## config.mk

```make
export PLATFORM = sky130hd
export DESIGN_NAME = instruction_dispatcher
export DESIGN_NICKNAME = d
export VERILOG_FILES = /design/src/rtl/instruction_dispatcher.sv
export SDC_FILE = /design/constraint.sdc
export NUM_CORES = 1
export LEC_CHECK = 0
export BUFFER_PORTS_ARGS = -buffer_cell sky130_fd_sc_hd__buf_2
export CORE_MARGIN = 5
export CORE_UTILIZATION = 35
export DETAILED_ROUTE_END_ITERATION = 12
export GPL_ROUTABILITY_DRIVEN = 1
export PLACE_DENSITY = 0.56
export SLEW_MARGIN = 15
export SYNTH_ARGS = -nofsm -noshare
export SYNTH_HDL_FRONTEND = slang
export SYNTH_SLANG_ARGS = --single-unit
export TNS_END_PERCENT = 50
```

## constraint.sdc

```tcl
create_clock -name clk -period 4.8 [get_ports clk]
set_input_delay 0.24 -clock clk [delete_from_list [all_inputs] [get_ports clk]]
set_output_delay 0.24 -clock clk [all_outputs]
set_load 0.02 [all_outputs]
```

## src/rtl/instruction_dispatcher.sv

```systemverilog
// rtl/instruction_dispatcher.sv - queued instruction issue to an execution unit
// Optional WAIT_DONE watchdog enabled by defining CMD_TIMEOUT_EN.
module instruction_dispatcher #(
    parameter int FIFO_DEPTH     = 4,
    parameter int TIMEOUT_CYCLES = 1024
) (
    input  logic        clk,
    input  logic        reset,
    input  logic [14:0] instruction_in,
    input  logic        instruction_valid,
    output logic [2:0]  exec_opcode,
    output logic [11:0] exec_operand,
    output logic        exec_valid,
    input  logic        exec_ready,
    input  logic        exec_done,
    output logic [4:0]  fifo_count,
    output logic        busy,
    output logic        overflow,
    output logic        timeout_err
);
    localparam int         AW       = (FIFO_DEPTH > 1) ? $clog2(FIFO_DEPTH) : 1;
    localparam logic [4:0] DEPTH    = 5'(FIFO_DEPTH);
    localparam logic [2:0] OP_NOP   = 3'b000;
    localparam logic [2:0] OP_FLUSH = 3'b111;

    typedef enum logic [1:0] {IDLE, ISSUE, WAIT_DONE} state_t;
    state_t state, state_next;

    logic [14:0]   mem [FIFO_DEPTH];
    logic [AW-1:0] wr_ptr, rd_ptr, waddr;
    logic [4:0]    count;
    logic [14:0]   head;
    logic [14:0]   issue_reg;
    logic          armed;
    logic          pop, flush, push_ok, timed_out;

    assign head    = mem[rd_ptr];
    assign push_ok = instruction_valid && ((count != DEPTH) || pop);
    assign waddr   = flush ? '0 : wr_ptr;

    always_comb begin
        state_next = state;
        pop        = 1'b0;
        flush      = 1'b0;
        exec_valid = 1'b0;
        case (state)
            IDLE: begin
                if (count != 5'd0) begin
                    pop = 1'b1;
                    if (head[14:12] == OP_FLUSH)
                        flush = 1'b1;
                    else if (head[14:12] != OP_NOP)
                        state_next = ISSUE;
                end
            end
            ISSUE: begin
                // First ISSUE cycle only arms the request, giving the fixed two-edge latency.
                exec_valid = armed;
                if (armed && exec_ready)
                    state_next = WAIT_DONE;
            end
            WAIT_DONE: begin
                if (exec_done || timed_out)
                    state_next = IDLE;
            end
            default: state_next = IDLE;
        endcase
    end

    always_ff @(posedge clk) begin
        if (reset) begin
            state     <= IDLE;
            armed     <= 1'b0;
            issue_reg <= '0;
            wr_ptr    <= '0;
            rd_ptr    <= '0;
            count     <= '0;
            overflow  <= 1'b0;
        end else begin
            state <= state_next;
            armed <= (state == ISSUE) && (state_next == ISSUE);
            if (pop && (state_next == ISSUE))
                issue_reg <= head;
            if (flush) begin
                rd_ptr <= '0;
                wr_ptr <= instruction_valid ? AW'(1) : '0;
                count  <= instruction_valid ? 5'd1 : 5'd0;
            end else begin
                if (push_ok)
                    wr_ptr <= wr_ptr + 1'b1;
                if (pop)
                    rd_ptr <= rd_ptr + 1'b1;
                count <= count + 5'(push_ok) - 5'(pop);
            end
            if (instruction_valid && !push_ok)
                overflow <= 1'b1;
        end
    end

    always_ff @(posedge clk) begin
        if (!reset && push_ok)
            mem[waddr] <= instruction_in;
    end

`ifdef CMD_TIMEOUT_EN
    localparam int            TW       = $clog2(TIMEOUT_CYCLES + 1);
    localparam logic [TW-1:0] TMO_LAST = TW'(TIMEOUT_CYCLES - 1);

    logic [TW-1:0] timer;
    logic          timeout_q;

    // exec_done on the terminal cycle suppresses the error.
    assign timed_out   = (state == WAIT_DONE) && !exec_done && (timer == TMO_LAST);
    assign timeout_err = timeout_q;

    always_ff @(posedge clk) begin
        if (reset) begin
            timer     <= '0;
            timeout_q <= 1'b0;
        end else begin
            timer <= (state == WAIT_DONE) ? timer + 1'b1 : '0;
            if (timed_out)
                timeout_q <= 1'b1;
        end
    end
`else
    assign timed_out   = 1'b0;
    // Never set in this build; WAIT_DONE waits for exec_done indefinitely.
    assign timeout_err = (TIMEOUT_CYCLES < 0);
`endif

    assign exec_opcode  = exec_valid ? issue_reg[14:12] : 3'd0;
    assign exec_operand = exec_valid ? issue_reg[11:0] : 12'd0;
    assign fifo_count   = count;
    assign busy         = (state != IDLE) || (count != 5'd0);

endmodule
```

==> summary.txt <==
Status - complete, no violations
Pleak - 1.550 nW
Core area - 10370 um2
Clk_lat worst skew - 0.36 ns
Worst vdd rail ir drop - 0.1642 mV
Die Span X - 113.1 um
Clock sink count - 90
Grt total ovfl - 0
Cell count after placement - 434
Final setup viols - 0
Post-route minimum period - 3.629 ns
Reg-to-Reg Start - fifo_count[2]
Ys async rst share - 0%
# resized after CTS - 0
Global placement routability congestion - 0.7750
Most frequent cell after synthesis - edfxtp_1
Hold Fails Final Rpt - 0
TNS Setup - 0 ns
Hold Path Class - in -> reg
Synthesis Warnings - 0
Largest register FFs - 60
Root Buffer - clkbuf_8
Remaining antenna violation count - 0
Die ar. - 12800 um2
Vias in the first global route - 2271
XOR/XNOR share of the synthesized area - 1.176%
CTS clk-pin slew, worst paths - 0.10 ns
Final Cycle Share - 75.60%
Synth Area in Compound Gates - 8.370%
CTS Buf Count - 9
Hold EP - mem[2][4]
Top_reg_cell synth - edfxtp_1
Buf+Inv Stages, Crit Path - 3
PwrDens - 552.7 nW/um2
Worst Max-Slew Pin Slew - 0.8735 ns
Synth unique cells - 42
CP arrival - 3.91 ns
Synthesized net count - 292
Worst hold slack - 0.08959 ns
Starting density of the core - 35.90%
Critical path launch point type - flip-flop
Req. time, crit path - 5.09 ns
Setup CP Type - reg -> reg
First-pass GRT wire length - 11.67 mm
CTS tree - yes
IO Port Bufs - 42
Ports - 44
Via count - 2191
Final wirelength - 7.084 mm
DRC viols - 0
Multiplexer area fraction after synthesis - 9.345%
CP Cell Sequence - inv_1 -> ha_1 -> or4b_2 -> nand2_1 -> inv_1 -> ha_1 -> inv_1 -> ha_1 -> fa_1 -> a21oi_1 -> nor2_1 -> or3_1 -> a21oi_1
Worst slew margin - 41.51%
Cell taking the most area after synthesis - edfxtp_1
Layout overhead on the synthesized area - 15.26%
Post-synth top cells - edfxtp_1 (60), dfxtp_1 (30), nand2_1 (18), and2_1 (15), mux4_2 (15)
Clock Path Buffers - 2
Worst r2r path cells - 13
H-tree depth - 3
Initial antenna violation count - 1
Dominant cells by area after synthesis - edfxtp_1 (48%), dfxtp_1 (16%), mux4_2 (9.1%), o311ai_0 (2.8%), and2_1 (2.5%)
Via/cell ratio - 4.869
Worst setup startpoint - fifo_count[2]
Fillcell total - 995
Max Freq - 275.6 MHz
Hold path depth - 1
Seq/Total Area, Yosys - 64.54%
Post-synth EDFFs - 60
Routed length per instance - 15.74 um
Seq cells post-synth - 90
Total power - 2.371 mW
Total GRT Usage - 11.69%
DPL Wire Length - 4.784 mm
Share of cells above drive strength 1 - 28.34%
Synth top area share - 48.40%
Simple-gate area share of the yosys netlist - 10.82%
Average size of a mapped cell - 14.05 um2
Adder-cell share of the synthesized area - 2.555%
R2r endpoint - fifo_count[4]
Setup Fix Bufs, Post-CTS - 0
Drt initial violations - 85
Max-slew violations - 0
Row cnt - 37
CP max stage delay - 0.69 ns
Hold Crit Start - instruction_in[4]
RSZ-0062 raised after global routing - false
Post-Syn Area - 3722 um2
Hold buffer count at CTS - 0
Layout net count - 336
CP max stage cell - or4b_2
Setup Skew - 0.01290 ns
Largest net degree at the start of global routing - 31
Largest family of logic cells by synthesized area - simple AND/OR/NAND/NOR gates
Router iterations before antenna repair - 4
Height of the die - 113.1 um
Synthesized instance count - 265
Crit path max fanout - 17
Final core utilization - 41.37%
MaxCap Viol Count - 0
Cell family with most CP delay - simple AND/OR/NAND/NOR gates
Crit end category - flip-flop
Fin cells - 450
Diode count - 0
R2r setup slk - 1.17 ns
-- worst register-to-register path, cell delays in order, from the launching register on --
cell     delay [ns]
dfxtp_1        0.34
inv_1          0.08
ha_1           0.14
or4b_2         0.69
nand2_1        0.41
inv_1          0.22
ha_1           0.33
inv_1          0.04
ha_1           0.20
fa_1           0.41
a21oi_1        0.16
nor2_1         0.06
or3_1          0.34
a21oi_1        0.13
-- area by class of cell --
type / count / area [um2] / area share (%)
Sequential cell: 90 / 2402 / 55.99
Multi-Input combinational cell: 150 / 1226 / 28.58
Timing Repair Buffer: 47 / 247.7 / 5.774
Tap cell: 136 / 170.2 / 3.966
Clock buffer: 9 / 123.9 / 2.887
Clock inverter: 7 / 78.83 / 1.837
Inverter: 11 / 41.29 / 0.9624
-- worst max path at each step --
stage	to	slack, ns	depth (start not counted)
CTS	fifo_count[4]	1.19	13
finish	fifo_count[4]	1.17	13
global placement	fifo_count[4]	1.31	13
detailed placement	fifo_count[4]	1.22	13
global route	fifo_count[4]	0.95	13
floorplan	mem[1][0]	1.18	7
-- cell families after synthesis --
logic type | after synthesis
AO/OA/AOI/OAI | 48
XOR/XNOR | 5
adder cells (fa/ha/maj) | 7
buffers and inverters | 25
flip-flops | 90
multiplexers | 16
other | 1
AND/OR/NAND/NOR | 73
-- where the power goes --
part | internal (mW) | switching, mW
Sequential | 0.970 | 0.0970
Combinational | 0.338 | 0.454
Clock | 0.209 | 0.303
Total | 1.52 | 0.855
-- metal layers --
metal	wire [um]	part of all wire, %	global-route usage (%)
met2	3205	45	17.81
met4	103	1.5	5.288
met5	7	0.099	0
met3	283	4.0	2.674
met1	3485	49	15.92
-- cell usage in the layout (no fill, tap or decap), types with 6 or more instances in the layout --
cell | synthesis | routed
a21oi_1 | 7 | 7
o311ai_0 | 12 | 12
nor2_1 | 11 | 11
clkbuf_8 | 0 | 9
and2_1 | 15 | 15
o21ai_1 | 11 | 11
nand2_1 | 18 | 18
inv_1 | 11 | 11
buf_2 | 2 | 42
ha_1 | 6 | 6
o21ai_0 | 9 | 9
edfxtp_1 | 60 | 60
dfxtp_1 | 30 | 30
mux4_2 | 15 | 15
-- through the flow --
step / area (um2) / worst slack [ns]
6_report: 4290 / 1.171
5_1_grt: 4290 / 0.9516
4_1_cts: 4290 / 1.190
3_5_place_dp: 4088 / 1.218
3_3_place_gp: 4088 / 1.305
2_1_floorplan: 3722 / 1.184
Note: power is estimated with default switching activity, not from simulation.
